### config.mk
export PLATFORM = sky130hd
export DESIGN_NAME = dcache_flush_ctrl
export DESIGN_NICKNAME = d
export VERILOG_FILES = /design/src/rtl/std_cache_pkg.sv /design/src/rtl/lzc.sv /design/src/rtl/dcache_flush_ctrl.sv
export SDC_FILE = /design/constraint.sdc
export NUM_CORES = 1
export LEC_CHECK = 0
export ABC_AREA = 0
export BUFFER_PORTS_ARGS = -buffer_cell sky130_fd_sc_hd__clkbuf_2
export CORE_MARGIN = 8
export CORE_UTILIZATION = 23
export DETAILED_ROUTE_END_ITERATION = 7
export PLACE_DENSITY = 0.53
export SYNTH_ARGS = -nofsm -noshare
export SYNTH_HDL_FRONTEND = slang
export SYNTH_SLANG_ARGS = --single-unit
### constraint.sdc
create_clock -name clk_i -period 2.4 [get_ports clk_i]
set_clock_uncertainty 0.1 [all_clocks]
set_input_delay 0.12 -clock clk_i [delete_from_list [all_inputs] [get_ports clk_i]]
set_output_delay 0.12 -clock clk_i [all_outputs]
set_load 0.02 [all_outputs]
### src/rtl/std_cache_pkg.sv
// Shared D-cache definitions: geometry defaults, flush FSM states and the
// per-way valid/dirty record stored in the tag-status array.
package std_cache_pkg;

    localparam int unsigned DCACHE_NUM_WORDS = 256;
    localparam int unsigned DCACHE_SET_ASSOC = 8;

    typedef enum logic [2:0] {
        INIT,
        IDLE,
        READ,
        EVAL,
        WB,
        INVAL,
        DONE
    } flush_state_e;

    typedef struct packed {
        logic valid;
        logic dirty;
    } vld_dirty_t;

endpackage

### src/rtl/lzc.sv
// Leading/trailing zero counter. MODE=0 counts trailing zeros (index of the
// lowest set bit), MODE=1 counts leading zeros. empty_o flags an all-zero input.
module lzc #(
    parameter int unsigned WIDTH = 2,
    parameter bit          MODE  = 1'b0,
    localparam int unsigned CntW = (WIDTH > 1) ? $clog2(WIDTH) : 1
) (
    input  logic [WIDTH-1:0] in_i,
    output logic [CntW-1:0]  cnt_o,
    output logic             empty_o
);

    always_comb begin
        cnt_o = '0;
        // Last match wins: the scan order picks the bit nearest the counted end.
        for (int i = 0; i < WIDTH; i++) begin
            if (MODE) begin
                if (in_i[i]) cnt_o = CntW'(WIDTH - 1 - i);
            end else if (in_i[WIDTH-1-i]) begin
                cnt_o = CntW'(WIDTH - 1 - i);
            end
        end
    end

    assign empty_o = ~|in_i;

endmodule

### src/rtl/dcache_flush_ctrl.sv
// D-cache flush controller: clears the valid/dirty array after reset, and on a
// flush walks every set, hands dirty lines to the miss handler, then invalidates.
module dcache_flush_ctrl
    import std_cache_pkg::*;
#(
    parameter int unsigned NumSets = DCACHE_NUM_WORDS,
    parameter int unsigned NumWays = DCACHE_SET_ASSOC,
    localparam int unsigned IdxW = $clog2(NumSets),
    localparam int unsigned WayW = (NumWays > 1) ? $clog2(NumWays) : 1
) (
    input  logic               clk_i,
    input  logic               rst_ni,
    input  logic               flush_i,
    output logic               flush_ack_o,
    output logic               busy_o,
    output logic [NumWays-1:0] req_o,
    output logic [IdxW-1:0]    addr_o,
    input  logic               gnt_i,
    output logic               we_o,
    output logic [NumWays-1:0] vld_be_o,
    input  logic [NumWays-1:0] vld_i,
    input  logic [NumWays-1:0] dirty_i,
    output logic               wb_valid_o,
    input  logic               wb_ready_i,
    output logic [IdxW-1:0]    wb_idx_o,
    output logic [WayW-1:0]    wb_way_o
);

    localparam logic [IdxW-1:0] LastIdx = IdxW'(NumSets - 1);

    flush_state_e       state_q, state_d;
    logic [IdxW-1:0]    idx_q, idx_d;
    logic [NumWays-1:0] pending_q, pending_d;
    logic               eval_q, eval_d;

    vld_dirty_t [NumWays-1:0] rd_line;
    logic [NumWays-1:0]       rd_pending;
    logic [NumWays-1:0]       pending_rest;
    logic                     sram_req;
    logic                     accept;
    logic                     pending_empty;
    logic [WayW-1:0]          wb_way;

    always_comb begin
        for (int w = 0; w < NumWays; w++) begin
            rd_line[w].valid = vld_i[w];
            rd_line[w].dirty = dirty_i[w];
            rd_pending[w]    = rd_line[w].valid & rd_line[w].dirty;
        end
    end

    lzc #(
        .WIDTH (NumWays),
        .MODE  (1'b0)
    ) i_way_sel (
        .in_i    (pending_q),
        .cnt_o   (wb_way),
        .empty_o (pending_empty)
    );

    // Dropping the lowest set bit matches the way the counter is selecting.
    assign pending_rest = pending_q & (pending_q - NumWays'(1));
    assign accept       = sram_req & gnt_i;

    always_ff @(posedge clk_i or negedge rst_ni) begin
        if (!rst_ni) begin
            state_q   <= INIT;
            idx_q     <= '0;
            pending_q <= '0;
            eval_q    <= 1'b0;
        end else begin
            state_q   <= state_d;
            idx_q     <= idx_d;
            pending_q <= pending_d;
            eval_q    <= eval_d;
        end
    end

    always_comb begin
        state_d   = state_q;
        idx_d     = idx_q;
        pending_d = pending_q;
        eval_d    = (state_q == EVAL);
        unique case (state_q)
            INIT: begin
                if (accept) begin
                    idx_d = idx_q + IdxW'(1);
                    if (idx_q == LastIdx) state_d = IDLE;
                end
            end
            IDLE:  if (flush_i) state_d = READ;
            READ:  if (accept) state_d = EVAL;
            EVAL: begin
                pending_d = rd_pending;
                state_d   = (|rd_pending) ? WB : INVAL;
            end
            WB: begin
                if (wb_ready_i) begin
                    pending_d = pending_rest;
                    if (pending_rest == '0) state_d = INVAL;
                end
            end
            INVAL: begin
                if (accept) begin
                    idx_d   = idx_q + IdxW'(1);
                    state_d = (idx_q == LastIdx) ? DONE : READ;
                end
            end
            DONE:    state_d = IDLE;
            default: state_d = INIT;
        endcase
    end

    // The first INVAL cycle straight after EVAL stays quiet so the read
    // response and the invalidate write never share adjacent array cycles.
    always_comb begin
        sram_req    = rst_ni && ((state_q == INIT) || (state_q == READ) ||
                                 ((state_q == INVAL) && !eval_q));
        we_o        = sram_req && (state_q != READ);
        req_o       = {NumWays{sram_req}};
        vld_be_o    = {NumWays{we_o}};
        addr_o      = idx_q;
        busy_o      = (state_q != IDLE);
        flush_ack_o = (state_q == DONE);
        wb_valid_o  = (state_q == WB) && !pending_empty;
        wb_idx_o    = idx_q;
        wb_way_o    = wb_way;
    end

endmodule

# == Word-level counts from Yosys, hierarchy flattened ==
# Index checks and enable logic that the tools add are counted.
# word_totals
in_bits,21
wordCells,68
ff_bits,20
latch_bits,0
mem_count,0
ram_bits,0
output_inout_bits,39
mem_bits_ro,0
# classes
n_shift,0
n_div,0
n_eq_ne,16
order_cmp,0
n_reduce_logical,16
mul,0
n_mux,20
add_sub_neg,2
n_bitwise,10
# op_table
op,n
$mux W3,16
$pmux W3 S7,1
$pmux W8 S2,1
$reduce_or A8 Y1,2
$ne A2 B2 Y1 const B,7
$and A1 B1 Y1,9
$eq A3 B3 Y1 const B,3
$add A8 B1 Y8 const B,1
$and A8 B8 Y8,1
$eq A8 B8 Y1 const B,1
$logic_not A8 Y1,1
$mux W8,1
$sub A8 B1 Y8 const B,1
$reduce_and A7 Y1,1
$eq A3 B2 Y1 const B,2
$logic_and A1 B1 Y1,4
$reduce_and A2 Y1,2
$eq A3 B1 Y1 const B,1
$logic_not A3 Y1,1
$ne A3 B1 Y1 const B,1
$ne A3 B2 Y1 const B,1
$logic_or A1 B1 Y1,2
$reduce_bool A2 Y1,1
$reduce_or A2 Y1,1
2 further kinds,2

# == Depth between registers and ports, before layout ==
# Gate-level depths: netlist (run 1).
# depth
word_depth,8
depth_mapped,6
ltp_nobuf,6

# == Hierarchy ==
# Synthesis (run 1) repeated with hierarchy kept, for this count alone.
# unflattened
cells_unflattened,152
area_unflattened_um2,1408.9
# by_module_without_submodules
module,area_per_inst_um2,n_inst,seq_area_each_um2,cells_per_inst
dcache_flush_ctrl,1323.8,1,500.5,137
lzc,85.1,1,0.0,15

# == Worst setup path before layout (run 1) ==
# Ideal clock, no wire load.
# synth_path
path_kind,register to output
startpoint,reg state_q[2]
endpoint,out vld_be_o[0]
slack_ns,-0.150
required_ns,2.180
arrival_ns,2.330
n_path_buf,2
path_stages_with_launch,6
path_cell_list,dfrtp_1 -> buf_2 -> nor4bb_1 -> o21a_1 -> a21boi_0 -> buf_4
# synth_between
elab_chain_len,5
word_cells_on_any_way,9
cone_classes,eq/ne (3); reduce/logical (6)
# synth_lines
item,line,rtl
start: declaration,dcache_flush_ctrl.sv:31,"flush_state_e state_q, state_d;"
start signal: assignment,dcache_flush_ctrl.sv:72,state_q <= state_d;
"$eq A3 B2 Y1, or another cell as far along",dcache_flush_ctrl.sv:117,sram_req = rst_ni && ((state_q == INIT) || (state_q == READ) ||
$logic_or A1 B1 Y1 or $logic_and A1 B1 Y1 (tied branches),"dcache_flush_ctrl.sv:117, dcache_flush_ctrl.sv:118",
$logic_or A1 B1 Y1 (*),dcache_flush_ctrl.sv:117,
$logic_and A1 B1 Y1 (*),dcache_flush_ctrl.sv:117,
net sram_req,dcache_flush_ctrl.sv:39,logic sram_req;
$logic_and A1 B1 Y1 (*),dcache_flush_ctrl.sv:119,we_o = sram_req && (state_q != READ);
end: declaration,dcache_flush_ctrl.sv:20,"output logic [NumWays-1:0] vld_be_o,"
# The timed path passes the listed nets; every way through them passes the cells marked *.

# == Worst setup path after layout (run 1) ==
# layout_path
startpoint,reg state_q[2]
endpoint,out vld_be_o[7]
# layout_between
elab_chain_len,5
word_cells_on_any_way,9
cone_classes,eq/ne (3); reduce/logical (6)
# layout_lines
item,line
"$eq A3 B2 Y1, or another cell as far along",dcache_flush_ctrl.sv:117
$logic_or A1 B1 Y1 or $logic_and A1 B1 Y1 (tied branches),"dcache_flush_ctrl.sv:117, dcache_flush_ctrl.sv:118"
$logic_or A1 B1 Y1,dcache_flush_ctrl.sv:117
$logic_and A1 B1 Y1,dcache_flush_ctrl.sv:117
$logic_and A1 B1 Y1 (*),dcache_flush_ctrl.sv:119
# Every way passes the cells marked *; elsewhere a longest branch is shown, timed or not.

==> out/qor.yml, run 1 <==
logic_synthesis:
  ys_types: 40
  synth_enable_flop_cells: 0
  netlist.area_leader.share_pct: 37.14
  ys_seq_elements: 20
  synth-async-reset-ratio_pct: 100.0
  postSynthAreaPerCell_um2: 8.583
  synth_area_leader_cell: "dfrtp_1"
  synthTopCellsByArea: "dfrtp_1 37%, buf_4 13%, nand2_1 4.7%"
  seq_area_frac_synth_pct: 37.14
  yosysMostFrequentCell: "buf_4"
  syn-instance-count: 157
  synth_ff_type: "dfrtp_1"
  synth_area_mm2: 0.001348
  syn_nets: 179
  ys_warn_count: 0
  synth_top_cells_by_count: "24 x buf_4, 20 x dfrtp_1, 17 x nand2_1, 12 x o21ai_0, 11 x nor2_1"
layout:
  fill_cells: 650
  n_antenna_cell: 0
  final_nets: 218
  area_growth_pct: 21.08
  drive_gt1_share_pct: 36.92
cts:
  clkTransAtPathRegs_ps: 80
  clk_latency_ps: 260
  tritoncts: "yes"
  postCtsSetupRepairBufs: 0
  numCtsBuffers: 3
  h-tree-depth: 1
  cts-root-buf: "clkbuf_8"
  clkSinkCount: 20
  clk_path_buf_depth: 2
die:
  core-area_mm2: 0.005781
  io_pins: 60
  start_util_pct: 23.31
  fp.dieH_um: 92.55
  row_count: 28
  die_w_um: 92.55
  die_area_mm2: 0.008565
worst_setup_path:
  cp_slowest_stage_delay_ps: 540
  critPathKind: "reg2out"
  ff2ff_setup_slack_ps: 410
  path_cells: "nor4bb_1, o21a_1, a21boi_4, clkbuf_2"
  critPathLaunchType: "flip-flop"
  slowest_stage: "dfrtp_1"
  required_ps: 2180
  cp-end-kind: "output port"
  worstPathMaxFanout: 13
  worstPathArrival_ps: 1960
sta:
  min_period_ps: 2181
  setup_tns_ps: 0
  drv_slew: 0
  final_hold_viol_count: 0
  finalSetupViolCount: 0
  fmax_ghz: 0.4584
  rsz0062_at_grt: "false"
  setup_slack_ps: 218.7
  relSlewSlack_pct: 68.33
  layout_worst_path_cycle_share_pct: 90.89
  tightest_slew_ps: 475.1
job:
  cap_violations: 0
place:
  port_buffers: 59
  hpwl_um: 2816
  pre_cts_ws_ps: 248.1
  routabilityCongestion: 0.7692
global_route:
  antenna_found_initial: 0
  grt_use_total_pct: 8.707
  grt_overflow_total: 0
  grt_pass1_wl_um: 6106
  grt_start_max_net_pins: 19
  grt_pass1_vias: 1178
power_and_ir_drop:
  ir_worst_vdd_mv: 0.5757
  leakage_nw: 0.8129
  p_per_area_mw_per_mm2: 1338
detailed_routing:
  via_per_inst: 4.263
  drt_iter0_drc: 30
  wl_per_cell_um: 12.89
  vias: 1151
  drtPass1Iterations: 4
  postRouteAntennaNets: 0
  totalWireLength_um: 3479
  drc_errors: 0
hold_path:
  hold_path.class: "in2reg"
run_status:
  status: "complete, no violations"
final timing paths:
| path | start | endpoint | cells past startpoint |
|---|---|---|---|
| worst min register to register | addr_o[7] | addr_o[7] | 1 |
| worst min-delay path | dirty_i[3] | pending_q[3] | 3 |
| max in group asynchronous | rst_ni | addr_o[0] | 3 |
| worst max register to register | state_q[2] | pending_q[3] | 6 |
| worst max-delay path | state_q[2] | vld_be_o[7] | 4 |
| min in group asynchronous | rst_ni | state_q[2] | 2 |
metrics by stage:
stage | instances | utilization, % | cell area, um2 | total power [mW] | hold WS (ps)
floorplan | 157 | - | 1348 | 1.726 | -275.6
global placement | 264 | 26.73 | 1545 | 1.929 | -157.7
detailed placement | 264 | 26.73 | 1545 | 1.928 | -160.4
CTS | 270 | 28.10 | 1624 | 2.207 | 10.73
global route | 270 | 28.23 | 1632 | 2.396 | 18.54
finish | 270 | 28.23 | 1632 | 2.183 | 11.33
cell usage in the layout (no fill, tap or decap), drive strengths merged, types with 3 or more instances in the layout:
cell type / instances
and3: 3
a31oi: 3
nor2: 11
o21ai: 13
xnor2: 4
nor3: 3
nand3: 5
o22ai: 3
nand2b: 4
xor2: 3
dfrtp: 20
clkbuf: 63
nand2: 17
a21oi: 9
inv: 6
area by class of cell:
class                           instances  area [um2]  area share, %
Sequential cell                        20       500.5          30.67
Multi-Input combinational cell        103       636.9          39.03
Tap cell                               75       93.84          5.752
Inverter                                6       22.52          1.380
Clock buffer                            4       55.05          3.374
Timing Repair Buffer                   62       322.8          19.79
sequential cells by signal, summed over array words and instances (netlist names):
register and cells:
eval_q 1, state_q 3, addr_o 8, pending_q 8
critical path: cells and delay by family, from the launching register on:
family          cells  cell delay [ps]
compound gates      2              620
flops               1              540
buf+inv             1              210
simple gates        1              320
where the power goes:
part | switching (mW) | total (mW) | internal (mW)
clock | 0.115 | 0.262 | 0.146
sequential | 0.190 | 0.638 | 0.448
combinational | 0.808 | 1.28 | 0.475
total | 1.11 | 2.18 | 1.07
repair_timing:
| action | 4_1_cts | 5_1_grt |
|---|---|---|
| endpoints found under the setup margin | 9 | 9 |
| hold endpoints to repair | 21 | 0 |
| hold buffers | 2 | 0 |
| resized for setup | 1 | 1 |
kinds of logic after synthesis:
kind of cell,after synthesis,share of synthesized area [%]
AO/OA/AOI/OAI,39,18.39
XOR/XNOR,7,4.550
adder cells (fa/ha/maj),3,2.507
multiplexers,1,0.8356
AND/OR/NAND/NOR,53,20.15
buffers and inverters,34,16.43
flip-flops,20,37.14
per-layer routing:
metal / vias up / routed length [um] / track usage [%]
li1: 602 / - / -
met1: 518 / 1550 / 10.79
met2: 29 / 1658 / 13.83
met3: 2 / 257 / 3.722
met4: 0 / 13 / 1.611
met5: - / 0 / 0
Power figures use the tool's default switching activity.
==> inputs of run 2 (changes only) <==
- ABC_AREA: 0 -> 1
- GPL_ROUTABILITY_DRIVEN: unset -> 0
- PLACE_DENSITY: 0.53 -> 0.52
==> out/qor.yml, run 2 <==
place:
  port_buffers: 59  # unchanged
  hpwl_um: 3249  # was 2816 um
  dp_cells: 317  # was 264
  pre_cts_ws_ps: 512.9  # was 248.1 ps
  place_area_mm2: 0.001730  # was 0.001545 mm2
die:
  die_area_mm2: 0.009545  # was 0.008565 mm2
  start_util_pct: 23.90  # was 23.31%
  fp.dieH_um: 97.70  # was 92.55 um
  die_w_um: 97.70  # was 92.55 um
  core-area_mm2: 0.006422  # was 0.005781 mm2
  row_count: 29  # was 28
  io_pins: 60  # unchanged
global_route:
  grt_pass1_wl_um: 6886  # was 6106 um
  grt_overflow_total: 0  # unchanged
  grt_pass1_vias: 1460  # was 1178
  grt_use_total_pct: 8.736  # was 8.707%
  antenna_found_initial: 0  # unchanged
  grt_start_max_net_pins: 21  # was 19
power_and_ir_drop:
  seq_power_share_pct: 26.0  # was 29.2%
  power_frac_clock_pct: 11.7  # was 12.0%
  internal-power_mw: 1.046  # was 1.069 mW
  p_per_area_mw_per_mm2: 1266  # was 1338 mW/mm2
  switching_share_pct: 53.96  # was 51.02%
  power_mw: 2.273  # was 2.183 mW
  p_switching_mw: 1.227  # was 1.114 mW
  leakage_nw: 0.9834  # was 0.8129 nW
  p_comb_share_pct: 62.2  # was 58.8%
  ir_worst_vdd_mv: 0.2726  # was 0.5757 mV
logic_synthesis:
  ys_seq_elements: 20  # unchanged
  synth_area_mm2: 0.001535  # was 0.001348 mm2
  synthTopCellsByArea: "dfrtp_1 33%, nand2_1 12%, buf_4 12%"  # was dfrtp_1 37%, buf_4 13%, nand2_1 4.7%
  synth_enable_flop_cells: 0  # unchanged
  syn-instance-count: 207  # was 157
  postSynthAreaPerCell_um2: 7.417  # was 8.583 um2
  yosysMostFrequentCell: "nand2_1"  # was buf_4
  syn_nets: 229  # was 179
  synth_ff_type: "dfrtp_1"  # unchanged
  synth_top_cells_by_count: "51 x nand2_1, 25 x buf_4, 21 x inv_1, 20 x dfrtp_1, 18 x nor2_1"  # was 24 x buf_4, 20 x dfrtp_1, 17 x nand2_1, 12 x o21ai_0, 11 x nor2_1
  ys_warn_count: 0  # unchanged
  netlist.area_leader.share_pct: 32.60  # was 37.14%
  seq_area_frac_synth_pct: 32.60  # was 37.14%
  synth_area_leader_cell: "dfrtp_1"  # unchanged
  synth-async-reset-ratio_pct: 100.0  # unchanged
  ys_types: 30  # was 40
sta:
  drv_slew: 0  # unchanged
  min_period_ps: 2152  # was 2181 ps
  setup_slack_ps: 247.7  # was 218.7 ps
  holdWs_ps: 66.23  # was 11.33 ps
  rsz0062_at_grt: "false"  # unchanged
  final_hold_viol_count: 0  # unchanged
  fmax_ghz: 0.4646  # was 0.4584 GHz
  finalSetupViolCount: 0  # unchanged
  relSlewSlack_pct: 71.96  # was 68.33%
  layout_worst_path_cycle_share_pct: 89.68  # was 90.89%
  tightest_slew_ps: 419.1  # was 475.1 ps
  setup_tns_ps: 0  # unchanged
layout:
  final_nets: 268  # was 218
  post-route-util_pct: 27.96  # was 28.23%
  postLayoutCellArea_mm2: 0.001795  # was 0.001632 mm2
  area_growth_pct: 16.95  # was 21.08%
  layout.cells.non_filler: 322  # was 270
  mostFrequentLayoutCell: "clkbuf_2"  # unchanged
  n_antenna_cell: 0  # unchanged
  mostFrequentLayoutCells: "59 x clkbuf_2, 51 x nand2_1, 21 x inv_1"  # was 59 x clkbuf_2, 20 x dfrtp_1, 17 x nand2_1
  drive_gt1_share_pct: 34.69  # was 36.92%
detailed_routing:
  vias: 1382  # was 1151
  wl_per_cell_um: 12.27  # was 12.89 um
  drc_errors: 0  # unchanged
  totalWireLength_um: 3950  # was 3479 um
  via_per_inst: 4.292  # was 4.263
  drtPass1Iterations: 4  # unchanged
  postRouteAntennaNets: 0  # unchanged
  drt_iter0_drc: 60  # was 30
worst_setup_path:
  r2r_cells: 9  # was 6
  required_ps: 2180  # about the same
  critPathLaunchType: "flip-flop"  # unchanged
  ff2ff_setup_slack_ps: 660  # was 410 ps
  worstPathMaxFanout: 11  # was 13
  cp-end-kind: "output port"  # unchanged
  critPathKind: "reg2out"  # unchanged
  worstPathArrival_ps: 1930  # was 1960 ps
job:
  cap_violations: 0  # unchanged
hold_path:
  min_path_cells: 3  # unchanged
  hold_path.class: "in2reg"  # unchanged
cts:
  clkSinkCount: 20  # unchanged
  clk_path_buf_depth: 2  # unchanged
  numCtsBuffers: 3  # unchanged
  cts-root-buf: "clkbuf_8"  # unchanged
  h-tree-depth: 1  # unchanged
  clkTransAtPathRegs_ps: 80  # about the same
  clk_latency_ps: 260  # about the same
  tritoncts: "yes"  # unchanged
run_status:
  status: "complete, no violations"  # unchanged
==> run 2: changes by cell type in the layout (fill, tap and decap cells not counted), moves of 7 or more <==
cell | previous run | this run
nand2_1 | 17 | 51
inv_1 | 6 | 21
o21ai_1 | 0 | 9
o21ai_0 | 12 | 4
nand3_1 | 5 | 12
nor2_1 | 11 | 18
==> run 2: cell families (layout without fill, tap and decap cells) <==
kind of cell / Yosys count / after routing / synth area share (%)
AND/OR/NAND/NOR: 98 / 98 / 31.46
buffers and inverters: 54 / 92 / 20.05
AO/OA/AOI/OAI: 28 / 28 / 11.17
flip-flops: 20 / 20 / 32.60
XOR/XNOR: 6 / 6 / 3.912
adder cells (fa/ha/maj): 1 / 1 / 0.8149
==> run 2: layout make-up <==
| cell class | instances | area [um2] |
|---|---|---|
| fill | 702 | 4627 |
| multi-input combinational | 133 | 726.9 |
| timing repair buffer | 61 | 312.8 |
| tap | 77 | 96.34 |
| clock buffer | 4 | 55.05 |
| sequential | 20 | 500.5 |
| inverter | 27 | 103.9 |
==> run 2: critical path, stage by stage (launching register included) <==
cell and delay [ps]:
dfrtp_1 460, inv_2 160, nand2_2 90, nand2_4 100
inv_4 50, nor2_8 160, inv_1 70, nor2_1 340
clkbuf_2 250
==> run 2: path summary, 6_finish.rpt <==
kind,from,end
hold / removal,dirty_i[0],pending_q[0]
setup reg to reg,state_q[2],addr_o[5]
max in group asynchronous,rst_ni,pending_q[6]
hold reg to reg,addr_o[6],addr_o[6]
setup / recovery,state_q[2],vld_be_o[6]
min in group asynchronous,rst_ni,pending_q[1]
==> run 2: metal layers <==
| layer | track usage, % | vias to the layer above | part of all wire (%) |
|---|---|---|---|
| li1 | - | 708 | - |
| met1 | 9.679 | 633 | 43 |
| met2 | 15.45 | 36 | 50 |
| met3 | 3.152 | 5 | 6.0 |
| met4 | 2.158 | 0 | 0.96 |
| met5 | 0 | - | 0 |
==> run 2: power groups by stage <==
stage | registers [mW] | clock network (mW) | logic [mW]
after detailed placement | 0.599 | 0 | 1.44
after CTS | 0.593 | 0.284 | 1.45
after floorplan | 0.593 | 0 | 1.22
after global routing | 0.616 | 0.298 | 1.58
after global placement | 0.597 | 0 | 1.44
final | 0.591 | 0.267 | 1.41
==> run 2: what timing repair did <==
action | 4_1_cts | 5_1_grt
buffers inserted | 0 | 0
hold buffers | 1 | 0
gates resized for setup | 0 | 0
endpoints found under the hold margin | 20 | 0
